===== src/rtl/cvp14_pkg.sv =====
// cvp14_pkg: constants shared by the CVP14 vector datapath blocks.
// Holds opcode values, default vector geometry, memory-op encoding and the
// state enumeration of vec_mem_unit.
package cvp14_pkg;

    // Control-FSM opcodes handled by vec_mem_unit
    localparam logic [3:0] VLD = 4'b0100;
    localparam logic [3:0] VST = 4'b0101;

    // Default vector geometry
    localparam int ELEM_W_DEF   = 16;
    localparam int NUM_ELEM_DEF = 16;

    // Memory operation encoding on the op input
    localparam logic OP_LOAD  = 1'b0;
    localparam logic OP_STORE = 1'b1;

    // vec_mem_unit sequencer states
    typedef enum logic [2:0] {
        ST_IDLE  = 3'd0,
        ST_LOAD  = 3'd1,
        ST_DRAIN = 3'd2,
        ST_STORE = 3'd3,
        ST_FIN   = 3'd4
    } vmuState_t;

    // 16-bit address step; the carry out is dropped so addresses wrap
    function automatic logic [15:0] addrStep(input logic [15:0] addr, input logic [15:0] step);
        return addr + step;
    endfunction

endpackage


===== src/rtl/vmu_addr_gen.sv =====
// vmu_addr_gen: element address and element counter for vec_mem_unit.
// Element 0 is issued by the parent straight from base_addr; this block
// keeps the address of the next element (base + k*stride, built by
// accumulation) and flags when all NUM_ELEM elements have been issued.
module vmu_addr_gen
    import cvp14_pkg::*;
#(
    parameter int NUM_ELEM = NUM_ELEM_DEF
) (
    input  logic        Clk1,
    input  logic        Reset,
    input  logic        load,
    input  logic        advance,
    input  logic [15:0] baseAddr,
    input  logic [15:0] stride,
    output logic [15:0] nextAddr,
    output logic        allIssued
);

    localparam int CNT_W = $clog2(NUM_ELEM) + 1;

    logic [15:0]      nextAddr_r;
    logic [15:0]      stride_r;
    logic [CNT_W-1:0] elemCnt_r;

    // Accumulate the address and count issued elements; load primes element 1.
    always_ff @(posedge Clk1) begin
        if (Reset) begin
            nextAddr_r <= 16'h0000;
            stride_r   <= 16'h0000;
            elemCnt_r  <= {CNT_W{1'b0}};
        end else if (load) begin
            nextAddr_r <= addrStep(baseAddr, stride);
            stride_r   <= stride;
            elemCnt_r  <= CNT_W'(1);
        end else if (advance) begin
            nextAddr_r <= addrStep(nextAddr_r, stride_r);
            stride_r   <= stride_r;
            elemCnt_r  <= elemCnt_r + CNT_W'(1);
        end else begin
            nextAddr_r <= nextAddr_r;
            stride_r   <= stride_r;
            elemCnt_r  <= elemCnt_r;
        end
    end

    assign nextAddr  = nextAddr_r;
    assign allIssued = (elemCnt_r == CNT_W'(NUM_ELEM));

endmodule


===== src/rtl/vec_mem_unit.sv =====
// vec_mem_unit: VLD/VST sequencer between the vector register file and the
// 16-bit memory bus. A load issues NUM_ELEM reads, collects the words in a
// shadow buffer and writes the whole vector to vec_out with a one-cycle
// vec_wr strobe; a store latches a vector and streams it out as NUM_ELEM
// writes. Optional macro VMU_STRIDE_EN adds a stride input (default step 1).
module vec_mem_unit
    import cvp14_pkg::*;
#(
    parameter int NUM_ELEM = NUM_ELEM_DEF,
    parameter int ELEM_W   = ELEM_W_DEF
) (
    input  logic                       Clk1,
    input  logic                       Reset,
    input  logic                       start,
    input  logic                       op,
    input  logic [15:0]                base_addr,
`ifdef VMU_STRIDE_EN
    input  logic [15:0]                stride,
`endif
    input  logic [NUM_ELEM*ELEM_W-1:0] vec_in,
    input  logic [ELEM_W-1:0]          mem_din,
    output logic [15:0]                mem_addr,
    output logic                       mem_rd,
    output logic                       mem_wr,
    output logic [ELEM_W-1:0]          mem_dout,
    output logic [NUM_ELEM*ELEM_W-1:0] vec_out,
    output logic                       vec_wr,
    output logic                       busy,
    output logic                       done
);

    localparam int VEC_W = NUM_ELEM * ELEM_W;

    vmuState_t        state_r;
    vmuState_t        stateNext_s;
    logic             accept_s;
    logic             issue_s;
    logic             memRdNext_s;
    logic             memWrNext_s;
    logic             doneNext_s;
    logic             vecWrNext_s;
    logic             allIssued_s;
    logic [15:0]      nextAddr_s;
    logic [15:0]      stride_s;
    logic [VEC_W-1:0] loadVec_s;

    logic [15:0]       memAddr_r;
    logic              memRd_r;
    logic              memWr_r;
    logic [ELEM_W-1:0] memDout_r;
    logic [VEC_W-1:0]  vecOut_r;
    logic              vecWr_r;
    logic              busy_r;
    logic              done_r;
    logic              rdDataValid_r;
    logic [VEC_W-1:0]  dataBuf_r;

`ifdef VMU_STRIDE_EN
    assign stride_s = stride;
`else
    assign stride_s = 16'd1;
`endif

    // Read data arrives in element order, so shifting in at the top leaves
    // element 0 at the bottom once all NUM_ELEM words have been taken.
    assign loadVec_s = {mem_din, dataBuf_r[VEC_W-1:ELEM_W]};

    vmu_addr_gen #(
        .NUM_ELEM (NUM_ELEM)
    ) uAddrGen (
        .Clk1      (Clk1),
        .Reset     (Reset),
        .load      (accept_s),
        .advance   (issue_s),
        .baseAddr  (base_addr),
        .stride    (stride_s),
        .nextAddr  (nextAddr_s),
        .allIssued (allIssued_s)
    );

    // State register.
    always_ff @(posedge Clk1) begin
        if (Reset) begin
            state_r <= ST_IDLE;
        end else begin
            state_r <= stateNext_s;
        end
    end

    // Next state and next values of the registered strobes.
    // FIN is the store done cycle; it takes a new start like IDLE so a
    // request can be accepted on the edge that ends the done pulse.
    always_comb begin
        stateNext_s = state_r;
        accept_s    = 1'b0;
        issue_s     = 1'b0;
        memRdNext_s = 1'b0;
        memWrNext_s = 1'b0;
        doneNext_s  = 1'b0;
        vecWrNext_s = 1'b0;
        case (state_r)
            ST_IDLE, ST_FIN: begin
                if (start) begin
                    accept_s = 1'b1;
                    if (op == OP_STORE) begin
                        stateNext_s = ST_STORE;
                        memWrNext_s = 1'b1;
                    end else begin
                        stateNext_s = ST_LOAD;
                        memRdNext_s = 1'b1;
                    end
                end else begin
                    stateNext_s = ST_IDLE;
                end
            end
            ST_LOAD: begin
                if (!allIssued_s) begin
                    memRdNext_s = 1'b1;
                    issue_s     = 1'b1;
                end else begin
                    stateNext_s = ST_DRAIN;
                end
            end
            ST_DRAIN: begin
                stateNext_s = ST_IDLE;
                vecWrNext_s = 1'b1;
                doneNext_s  = 1'b1;
            end
            ST_STORE: begin
                if (!allIssued_s) begin
                    memWrNext_s = 1'b1;
                    issue_s     = 1'b1;
                end else begin
                    stateNext_s = ST_FIN;
                    doneNext_s  = 1'b1;
                end
            end
            default: begin
                stateNext_s = ST_IDLE;
            end
        endcase
    end

    // Registered bus strobes, address, write data and status outputs.
    always_ff @(posedge Clk1) begin
        if (Reset) begin
            memAddr_r     <= 16'h0000;
            memRd_r       <= 1'b0;
            memWr_r       <= 1'b0;
            memDout_r     <= {ELEM_W{1'b0}};
            vecWr_r       <= 1'b0;
            busy_r        <= 1'b0;
            done_r        <= 1'b0;
            rdDataValid_r <= 1'b0;
        end else begin
            memRd_r       <= memRdNext_s;
            memWr_r       <= memWrNext_s;
            vecWr_r       <= vecWrNext_s;
            done_r        <= doneNext_s;
            busy_r        <= (stateNext_s != ST_IDLE);
            rdDataValid_r <= memRd_r;
            if (accept_s) begin
                memAddr_r <= base_addr;
            end else if (issue_s) begin
                memAddr_r <= nextAddr_s;
            end else begin
                memAddr_r <= memAddr_r;
            end
            if (accept_s && memWrNext_s) begin
                memDout_r <= vec_in[ELEM_W-1:0];
            end else if (issue_s && memWrNext_s) begin
                memDout_r <= dataBuf_r[ELEM_W-1:0];
            end else begin
                memDout_r <= memDout_r;
            end
        end
    end

    // Shared shadow buffer: store source shifted out, or load data shifted in.
    always_ff @(posedge Clk1) begin
        if (Reset) begin
            dataBuf_r <= {VEC_W{1'b0}};
        end else if (accept_s && memWrNext_s) begin
            dataBuf_r <= {{ELEM_W{1'b0}}, vec_in[VEC_W-1:ELEM_W]};
        end else if (issue_s && memWrNext_s) begin
            dataBuf_r <= {{ELEM_W{1'b0}}, dataBuf_r[VEC_W-1:ELEM_W]};
        end else if (rdDataValid_r) begin
            dataBuf_r <= loadVec_s;
        end else begin
            dataBuf_r <= dataBuf_r;
        end
    end

    // vec_out changes only when a complete load vector is written out.
    always_ff @(posedge Clk1) begin
        if (Reset) begin
            vecOut_r <= {VEC_W{1'b0}};
        end else if (vecWrNext_s) begin
            vecOut_r <= loadVec_s;
        end else begin
            vecOut_r <= vecOut_r;
        end
    end

    assign mem_addr = memAddr_r;
    assign mem_rd   = memRd_r;
    assign mem_wr   = memWr_r;
    assign mem_dout = memDout_r;
    assign vec_out  = vecOut_r;
    assign vec_wr   = vecWr_r;
    assign busy     = busy_r;
    assign done     = done_r;

endmodule

===== config.mk =====
export PLATFORM = sky130hd
export DESIGN_NAME = vec_mem_unit
export DESIGN_NICKNAME = d
export VERILOG_FILES = /design/src/rtl/cvp14_pkg.sv /design/src/rtl/vmu_addr_gen.sv /design/src/rtl/vec_mem_unit.sv
export SDC_FILE = /design/constraint.sdc
export NUM_CORES = 1
export LEC_CHECK = 0
export BUFFER_PORTS_ARGS = -buffer_cell sky130_fd_sc_hd__buf_2
export CORE_MARGIN = 4
export CORE_UTILIZATION = 35
export CTS_CLUSTER_DIAMETER = 30
export DETAILED_ROUTE_END_ITERATION = 16
export PLACE_DENSITY = 0.56
export RECOVER_POWER = 100
export SLEW_MARGIN = 20
export SYNTH_ARGS = -nofsm -noshare
export SYNTH_HDL_FRONTEND = slang
export SYNTH_SLANG_ARGS = --single-unit

===== constraint.sdc =====
create_clock -name Clk1 -period 2.55 [get_ports Clk1]
set_clock_uncertainty 0.1 [all_clocks]
set_input_delay 0.255 -clock Clk1 [delete_from_list [all_inputs] [get_ports Clk1]]
set_output_delay 0.255 -clock Clk1 [all_outputs]
set_load 0.03 [all_outputs]

# Yosys cells after proc, flatten, opt, wreduce, memory -nomap -nowiden
# Index checks and enable logic that the tools add are counted.
# totals
out_inout_bits	293
wordCells	64
regBits	575
input_bits	292
# classes
n_mux	29
n_reduce_logical	11
addsub	3
eq_ne	5
# op_table
op	n
240-bit two-way mux	3
16-bit two-way mux	6
16-bit by 1-bit adder with 16-bit output	1
16-bit by 1-bit adder with 16-bit output, second input constant	1
1-bit two-way mux	12
3-bit two-way mux	3
3-bit one-hot mux with 3 select lines	1
3-bit by 2-bit == test with 1-bit output, second input constant	2
1-bit one-hot mux with 2 select lines	3
3-bit nonzero test	2
2-bit OR reduction	3
5-bit by 1-bit adder with 5-bit output, second input constant	1
5-bit == test, second input constant	1
2-bit nonzero test	2
3-bit by 1-bit == test with 1-bit output, second input constant	1
3-bit == test, second input constant	1
3-bit logical NOT	1
3-bit OR reduction	1
1-bit logical AND	2
2-bit two-way mux	1

# Logic depth before layout (Yosys ltp)
# Gate-level depths: netlist of the first run.
# logic_depth
depth_word	6
mapped_depth	9

# Cells and area by module
# A second synthesis of the first run with hierarchy kept.
# hier_totals
hier_cells	2817
area_unflattened_um2	26177.6
# modules_own_cells
module	seq_area_each_um2	area_per_inst_um2	instances	cells_each
vec_mem_unit	11070.6	23168.5	1	2461
vmu_addr_gen	740.7	3009.1	1	356

# Worst setup path after synthesis of the first run
# Ideal clock, no wire load.
# synth_path
path_kind	reg-to-reg
startpoint	register uAddrGen.elemCnt_r[0]
endpoint	register dataBuf_r[40]
setup_slack_ns	0.525
path_stages_with_launch	10
setup_time_ns	0.081
arrival_time_ns	1.844
required_time_ns	2.369
path_buffers	2
cell_sequence	dfxtp_1 -> inv_1 -> ha_1 -> and4bb_2 -> nor2_2 -> a211o_2 -> buf_6 -> clkbuf_1 -> nor2_1 -> a211oi_2
# synth_between
elab_chain_len	6
# synth_rtl
element	line_no	source
start, declared	vmu_addr_gen.sv:24	logic [CNT_W-1:0] elemCnt_r;
start signal, assigned	vmu_addr_gen.sv:31	elemCnt_r <= {CNT_W{1'b0}};
start signal, assigned	vmu_addr_gen.sv:39	elemCnt_r <= elemCnt_r + CNT_W'(1);
start signal, assigned	vmu_addr_gen.sv:43	elemCnt_r <= elemCnt_r;
5-bit == test (*)	vmu_addr_gen.sv:48	assign allIssued = (elemCnt_r == CNT_W'(NUM_ELEM));
1-bit two-way mux (*)	vec_mem_unit.sv:117, vec_mem_unit.sv:130	
1-bit one-hot mux with 2 select lines / 1-bit two-way mux (equally long branches)	n/a	
1-bit logical AND	vec_mem_unit.sv:185	end else if (issue_s && memWrNext_s) begin
240-bit two-way mux	vec_mem_unit.sv:185	
240-bit two-way mux	vec_mem_unit.sv:183	end else if (accept_s && memWrNext_s) begin
end signal, assigned	vec_mem_unit.sv:182	dataBuf_r <= {VEC_W{1'b0}};
end signal, assigned	vec_mem_unit.sv:184	dataBuf_r <= {{ELEM_W{1'b0}}, vec_in[VEC_W-1:ELEM_W]};
end signal, assigned	vec_mem_unit.sv:186	dataBuf_r <= {{ELEM_W{1'b0}}, dataBuf_r[VEC_W-1:ELEM_W]};
end, declared	vec_mem_unit.sv:56	logic [VEC_W-1:0] dataBuf_r;
# Mark *: on every way between the ends. The rest lies on a longest branch, timed or not.
# A chain may end at the register's enable or synchronous reset.

# Worst setup path in the final report of the first run
# layout_path
startpoint	register uAddrGen.elemCnt_r[0]
endpoint	register dataBuf_r[32]
# The elaborated chain is that of the path after synthesis.

==> results of run 1 <==
## layout by cell type (no fill, tap or decap), types with 16 or more instances in the layout
master	n
mux2i_1	287
buf_4	33
dfxtp_1	575
dlygate4sd3_1	291
clkbuf_8	26
clkbuf_16	140
buf_12	23
o21ai_0	16
a211oi_1	146
buf_2	291
clkinv_2	22
nand2_1	540
clkbuf_1	318
a211oi_2	120
nor2_1	298
a21oi_1	266
## sequential cells by signal, indices dropped and copies added, names as in the netlist, 3 cells and up
register,cells
dataBuf_r,256
vec_out,256
mem_addr,16
mem_dout,16
uAddrGen.nextAddr,16
uAddrGen.elemCnt_r,5
state_r,3
## metrics by stage
| stage | setup slack (ns) | total power, uW | area (sq um) | cells | utilization |
|---|---|---|---|---|---|
| 2_1_floorplan | 0.5246 | 12440 | 23890 | 2577 | - |
| 3_3_place_gp | 0.3000 | 13610 | 27840 | 3895 | 0.4131 |
| 3_5_place_dp | 0.2281 | 13690 | 27840 | 3895 | 0.4131 |
| 4_1_cts | 0.1984 | 31920 | 35510 | 4432 | 0.5269 |
| 5_1_grt | 0.04471 | 32580 | 34600 | 4436 | 0.5134 |
| 6_report | 0.1647 | 31430 | 34610 | 4438 | 0.5135 |
## kinds of logic (layout without fill, tap and decap cells)
family	count (synthesis)	in the layout
buffers and inverters	224	1206
multiplexers	289	289
AO/OA/AOI/OAI	557	557
flip-flops	575	575
adder cells (fa/ha/maj)	5	5
AND/OR/NAND/NOR	897	897
XOR/XNOR	30	30
other	0	6
## final cells by class
cell class	count	area share
clock inverter	59	0.02364
antenna	6	0.0004338
inverter	5	0.0005423
sequential	575	0.3326
clock buffer	187	0.1138
timing repair buffer	955	0.1833
tap	873	0.03156
multi-input combinational	1778	0.3140
## worst min path at each step
stage | end | slack, ns | depth (start not counted)
floorplan | vec_out[240] | 0.29 | 2
global placement | mem_dout[7] | 0.33 | 2
detailed placement | mem_dout[14] | 0.34 | 2
CTS | vec_out[249] | 0.22 | 4
global route | dataBuf_r[251] | 0.26 | 4
finish | dataBuf_r[251] | 0.27 | 4
## synth_stat cells (all sizes together) (2+ instances only)
master / count
a211oi: 267
a21oi: 266
and2: 4
and3: 9
and4: 4
buf: 86
clkbuf: 133
dfxtp: 575
ha: 5
inv: 5
mux2: 2
mux2i: 287
nand2: 540
nand2b: 4
nand3: 10
nand4: 13
nor2: 299
nor2b: 2
nor3b: 3
o21ai: 16
o22ai: 3
or2: 4
xnor2: 15
xor2: 15
## tightest hold or removal path, stage by stage
cell and delay [ns]:
dlygate4sd3_1 0.52, buf_2 0.11, mux2i_1 0.06, nor2_1 0.07
## routing by layer
metal,vias up,GRT usage
met2,772,0.4014
met3,165,0.06419
met1,10610,0.2861
li1,10670,-
met4,12,0.09141
met5,-,0
## where the power goes
| part | switching [uW] | leakage (uW) | internal (uW) |
|---|---|---|---|
| registers | 575 | 0.00469 | 9600 |
| logic | 2050 | 0.00561 | 1470 |
| clock network | 5450 | 0.00234 | 12300 |
| total | 8080 | 0.0126 | 23400 |
==> results.cfg, run 1 <==
[detailed_routing]
final_antenna_net_count = 0
drt_iter0_drc = 1404
wl_per_cell_um = 20.14
wl_met1_um = 37690
wl_met2_um = 42830
dr.max_layer_used = met5
drcViolationCount = 0
wl_um = 89390
wl_met3_um = 5914
drtPass1Iterations = 5
viasPerCell = 5.009
vias = 22230

[global_routing]
grtUsageTotal = 0.2363
grt_overflow = 0
grt_first_pass_wirelength_um = 135400
grt_pass1_vias = 22660
antenna_found_initial = 11
grt_max_degree = 113

[yosys]
synthMuxAreaShare = 0.1212
synth_top_family_by_area = compound AO/OA/AOI/OAI gates
synth_area_per_cell_sq_um = 9.270
synth-seq-cells = 575
synth_top_cell_area_share = 0.4819
yosysUniqueCellTypes = 43
syn_inst = 2577
synth_area_leader_cell = dfxtp_1
ys.flop_type = dfxtp_1
seq_area_frac_synth = 0.4819
syn_area_sq_mm = 0.02389
synth_compound_area_frac = 0.1877
synth_edf_count = 0
synthArstFlopShare = 0
synthTopCellsByArea = dfxtp_1, mux2i_1, a211oi_2, nand2_1, a21oi_1
synthAdderAreaFrac = 0.002619
ys_warn_count = 0
synth_nets = 2874
yosys.area_share.simple = 0.1482
synthXorXnorAreaFrac = 0.01100

[timing]
finalMaxSlewViolations = 0
grt_setup_unrepaired = false
tns_ns = 0
fin_crit_sh = 0.9354
relSlewSlack = 0.1798
worst_slew_pin_slew_ns = 1.230
holdWs_ns = 0.2712
period_minus_slack_ns = 2.385
max_freq_ghz = 0.4192
hold_viol = 0
finalSetupViolCount = 0

[setup_path]
critPathBufInv = 3
reg2reg_depth = 9
required_ns = 3.02
r2r-end = dataBuf_r[32]
cp_slowest_cell = dfxtp_1
critPathTopFamily = buffers and inverters
crit_cells = 9
worstPathCellList = inv_1 -> ha_1 -> and4bb_1 -> nor2_4 -> a211o_4 -> buf_12 -> clkbuf_4 -> nor2_1 -> a211oi_1
start_kind = register
crit_type = register to register
worst-path-max-fanout = 27
worst_ep_arrival_time_ns = 2.86
reg2reg_from = uAddrGen.elemCnt_r[0]
cp-end-kind = register
slowest_delay_ns = 0.40
r2r_slack_ns = 0.16
startpoint = uAddrGen.elemCnt_r[0]
worstSetupEndpoint = dataBuf_r[32]

[layout]
layout-drive-gt1-share = 0.2031
multi_input_area_sq_mm = 0.01087
nFillCells = 6222
area_delta_synth_final_pct = 44.88
fin_nets = 3750
regArea_sq_mm = 0.01151

[run]
maxCapViolCount = 0

[clock_tree]
cts_max_path_buffers = 3
clk_pin_slew_ns = 0.04
cts_max_level = 4
cts.sinks = 575
clock_latency_ns = 0.69
cts_resized = 0
cts_tree = built
clockRootBuffer = clkbuf_16
cts_setup_buffers = 0
ctsHoldBuffers = 291
numCtsBuffers = 138

[place]
port_buffers = 584
hpwlAfterDp_um = 63280
globalplace.congestion = 0.8824

[die]
ioPinCount = 585
coreArea_sq_mm = 0.06740
rows = 95
die_y_um = 269.3
die_w_um = 269.3
die-area_sq_mm = 0.07250
start_util = 0.3544

[power_and_ir_drop]
power_density_mw_per_mm2 = 908.3
leakage_uw = 0.01264
ir_drop_mv = 0.5944

[run_status]
status = completed

[worst_hold_path]
hp-start = mem_din[11]
hold_path_class = input port to register
No activity file was read; power rests on OpenSTA's default activity.
==> run 2, diff against run 1 <==
CORE_UTILIZATION = 30   (was 35)
PLACE_DENSITY = 0.49   (was 0.56)
SYNTH_HIERARCHICAL = 1   (was unset)
==> run 2 against run 1 <==
Net effect: critical path depth is 4 lower; sequential share of layout area fell by 2.0 points; cell area is 9.3% higher; worst setup slack worse by 0.039 ns; clock power up 14%; routed wire length is 16% higher; non-clock buffer count is 23 higher; synthesized area rose by 9.6%; highest routed layer unchanged; sequential power about the same; total power rose by 11%; die area rose by 27%; synthesized cell count is 9.3% higher.
==> results.cfg, run 2 <==
[run_status]
status = completed

[power_and_ir_drop]
total_power_uw = 34770
leakage_uw = 0.01399
power_density_mw_per_mm2 = 919.2
ir_drop_mv = 0.5897

[yosys]
synthArstFlopShare = 0
syn_inst = 2817
synth_area_leader_cell = dfxtp_1
seq_area_frac_synth = 0.4512
syn_area_sq_mm = 0.02618
synth.most_common_cell = dfxtp_1
ys.flop_type = dfxtp_1
synth_top_cell_area_share = 0.4512
synth_commonest_cells = dfxtp_1, nand2_1, nor2_1
synth_edf_count = 0
yosysUniqueCellTypes = 72
synth_area_per_cell_sq_um = 9.293
synthTopCellsByArea = dfxtp_1, a221oi_2, mux2i_1, nand2_1, a21oi_1
ys_warn_count = 6
synth-seq-cells = 590

[place]
globalplace.congestion = 0.8106
hpwlAfterDp_um = 72080
dpl.cell_count = 4436
place_ws_ns = 0.1164
port_buffers = 584

[global_routing]
grtUsageTotal = 0.2153
antenna_found_initial = 12
grt_overflow = 0
grt_pass1_vias = 24540
grt_first_pass_wirelength_um = 152100
grt_max_degree = 142

[setup_path]
start_kind = register
slowest_delay_ns = 0.74
worstPathCellList = nor3b_1 -> buf_12 -> buf_4 -> nand2_1 -> a21oi_1
worst-path-max-fanout = 54
crit_type = register to register
worst_ep_arrival_time_ns = 2.98
required_ns = 3.11
critPathTopFamily = simple AND/OR/NAND/NOR gates
critPathBufInv = 2
cp_slowest_cell = nor3b_1
cp-end-kind = register

[detailed_routing]
drcViolationCount = 0
wl_um = 103500
viasPerCell = 4.892
drtPass1Iterations = 6
final_antenna_net_count = 0
wl_per_cell_um = 20.63
drt_iter0_drc = 1629
vias = 24550

[layout]
final_cell_mix = dfxtp_1, nand2_1, clkbuf_1
stdcell_count = 5019
fin_nets = 4052
nFillCells = 8645
layout-drive-gt1-share = 0.1906
final_common_cell = dfxtp_1
area_delta_synth_final_pct = 44.50
regArea_sq_mm = 0.01182
multi_input_area_sq_mm = 0.01227

[die]
die-area_sq_mm = 0.09205
ioPinCount = 585
coreArea_sq_mm = 0.08662
die_y_um = 303.4
die_w_um = 303.4
start_util = 0.3022
rows = 108

[timing]
tns_ns = 0
hold_viol = 0
holdWs_ns = 0.06896
worst_slew_pin_slew_ns = 1.022
finalSetupViolCount = 0
fin_crit_sh = 0.9509
period_minus_slack_ns = 2.425
setup_ws_ns = 0.1253
max_freq_ghz = 0.4124
relSlewSlack = 0.3183
grt_setup_unrepaired = false
finalMaxSlewViolations = 0

[run]
maxCapViolCount = 0

[clock_tree]
cts_max_path_buffers = 3
clk_pin_slew_ns = 0.04
numCtsBuffers = 155
clockRootBuffer = clkbuf_16
clock_latency_ns = 0.72
cts.sinks = 590
cts_tree = built
cts_setup_buffers = 0
cts_max_level = 4

[worst_hold_path]
hold_path_class = input port to register
[run 2: changes by cell type in the layout (fill, tap and decap cells not counted), moves of 16 or more]
cell,before,now
nand2_1,540,564
a221oi_2,0,62
a211oi_2,120,2
a21oi_1,266,284
ha_1,5,32
inv_1,5,29
conb_1,0,33
a221oi_1,0,181
nor3_1,0,23
a211oi_1,146,29
clkbuf_16,140,156
[run 2: where the power goes]
group | total, uW | switching (uW) | internal, uW
clock | 20100 | 6240 | 13900
sequential | 10500 | 626 | 9880
combinational | 4120 | 2390 | 1730
[run 2: metrics by stage]
stage          utilization  area, sq um
3_5_place_dp        0.3561        30850
6_report            0.4367        37830
2_1_floorplan            -        26310
5_1_grt             0.4366        37820
4_1_cts             0.4527        39210
3_3_place_gp        0.3561        30850
[run 2: logic make-up after synthesis]
| logic type | Yosys count | share of synthesized area |
|---|---|---|
| other | 2 | 0.0002869 |
| adders and majority gates | 34 | 0.01682 |
| xor gates and xnor gates | 27 | 0.009033 |
| DFF | 590 | 0.4512 |
| muxes | 278 | 0.1063 |
| AOI/OAI and AO/OA | 647 | 0.2184 |
| and+or+nand+nor | 953 | 0.1449 |
| buffers and inverters | 286 | 0.05305 |
[run 2: routing by layer]
layer  track usage  share of wire  vias to the layer above
met5             0        0.00052                        -
met4       0.08320          0.034                        8
met3       0.04787          0.055                      203
met2        0.3489           0.47                      744
met1        0.2802           0.44                    11760
li1              -              -                    11840
[run 2: cell type report]
type,instances,share of cell area
sequential,590,0.3124
tap,1155,0.03820
clock buffer,217,0.1188
inverter,29,0.002878
timing repair buffer,978,0.1768
antenna,8,0.0005292
multi-input combinational,1972,0.3243
clock inverter,70,0.02613
[run 2: worst paths after layout]
check	from	end	slack [ns]	depth (start not counted)
max	state_r[1]	vec_out[81]	0.13	5
max reg2reg	state_r[1]	vec_out[81]	0.13	5
min reg2reg	vec_out[226]	vec_out[226]	0.35	2
min	vec_in[109]	dataBuf_r[93]	0.07	4
[run 2: repair_timing]
action | CTS | global route
gates resized for setup | 0 | 2
hold endpoints to repair | 333 | 0
setup endpoints to repair | 0 | 30
hold buffers | 288 | 0
[run 2: worst reg2reg max path: cells and delay by family, from the launching register on]
family	cells	cell delay, ns
and+or+nand+nor	2	0.87
AOI/OAI and AO/OA	1	0.13
buffers and inverters	2	0.74
DFF	1	0.53
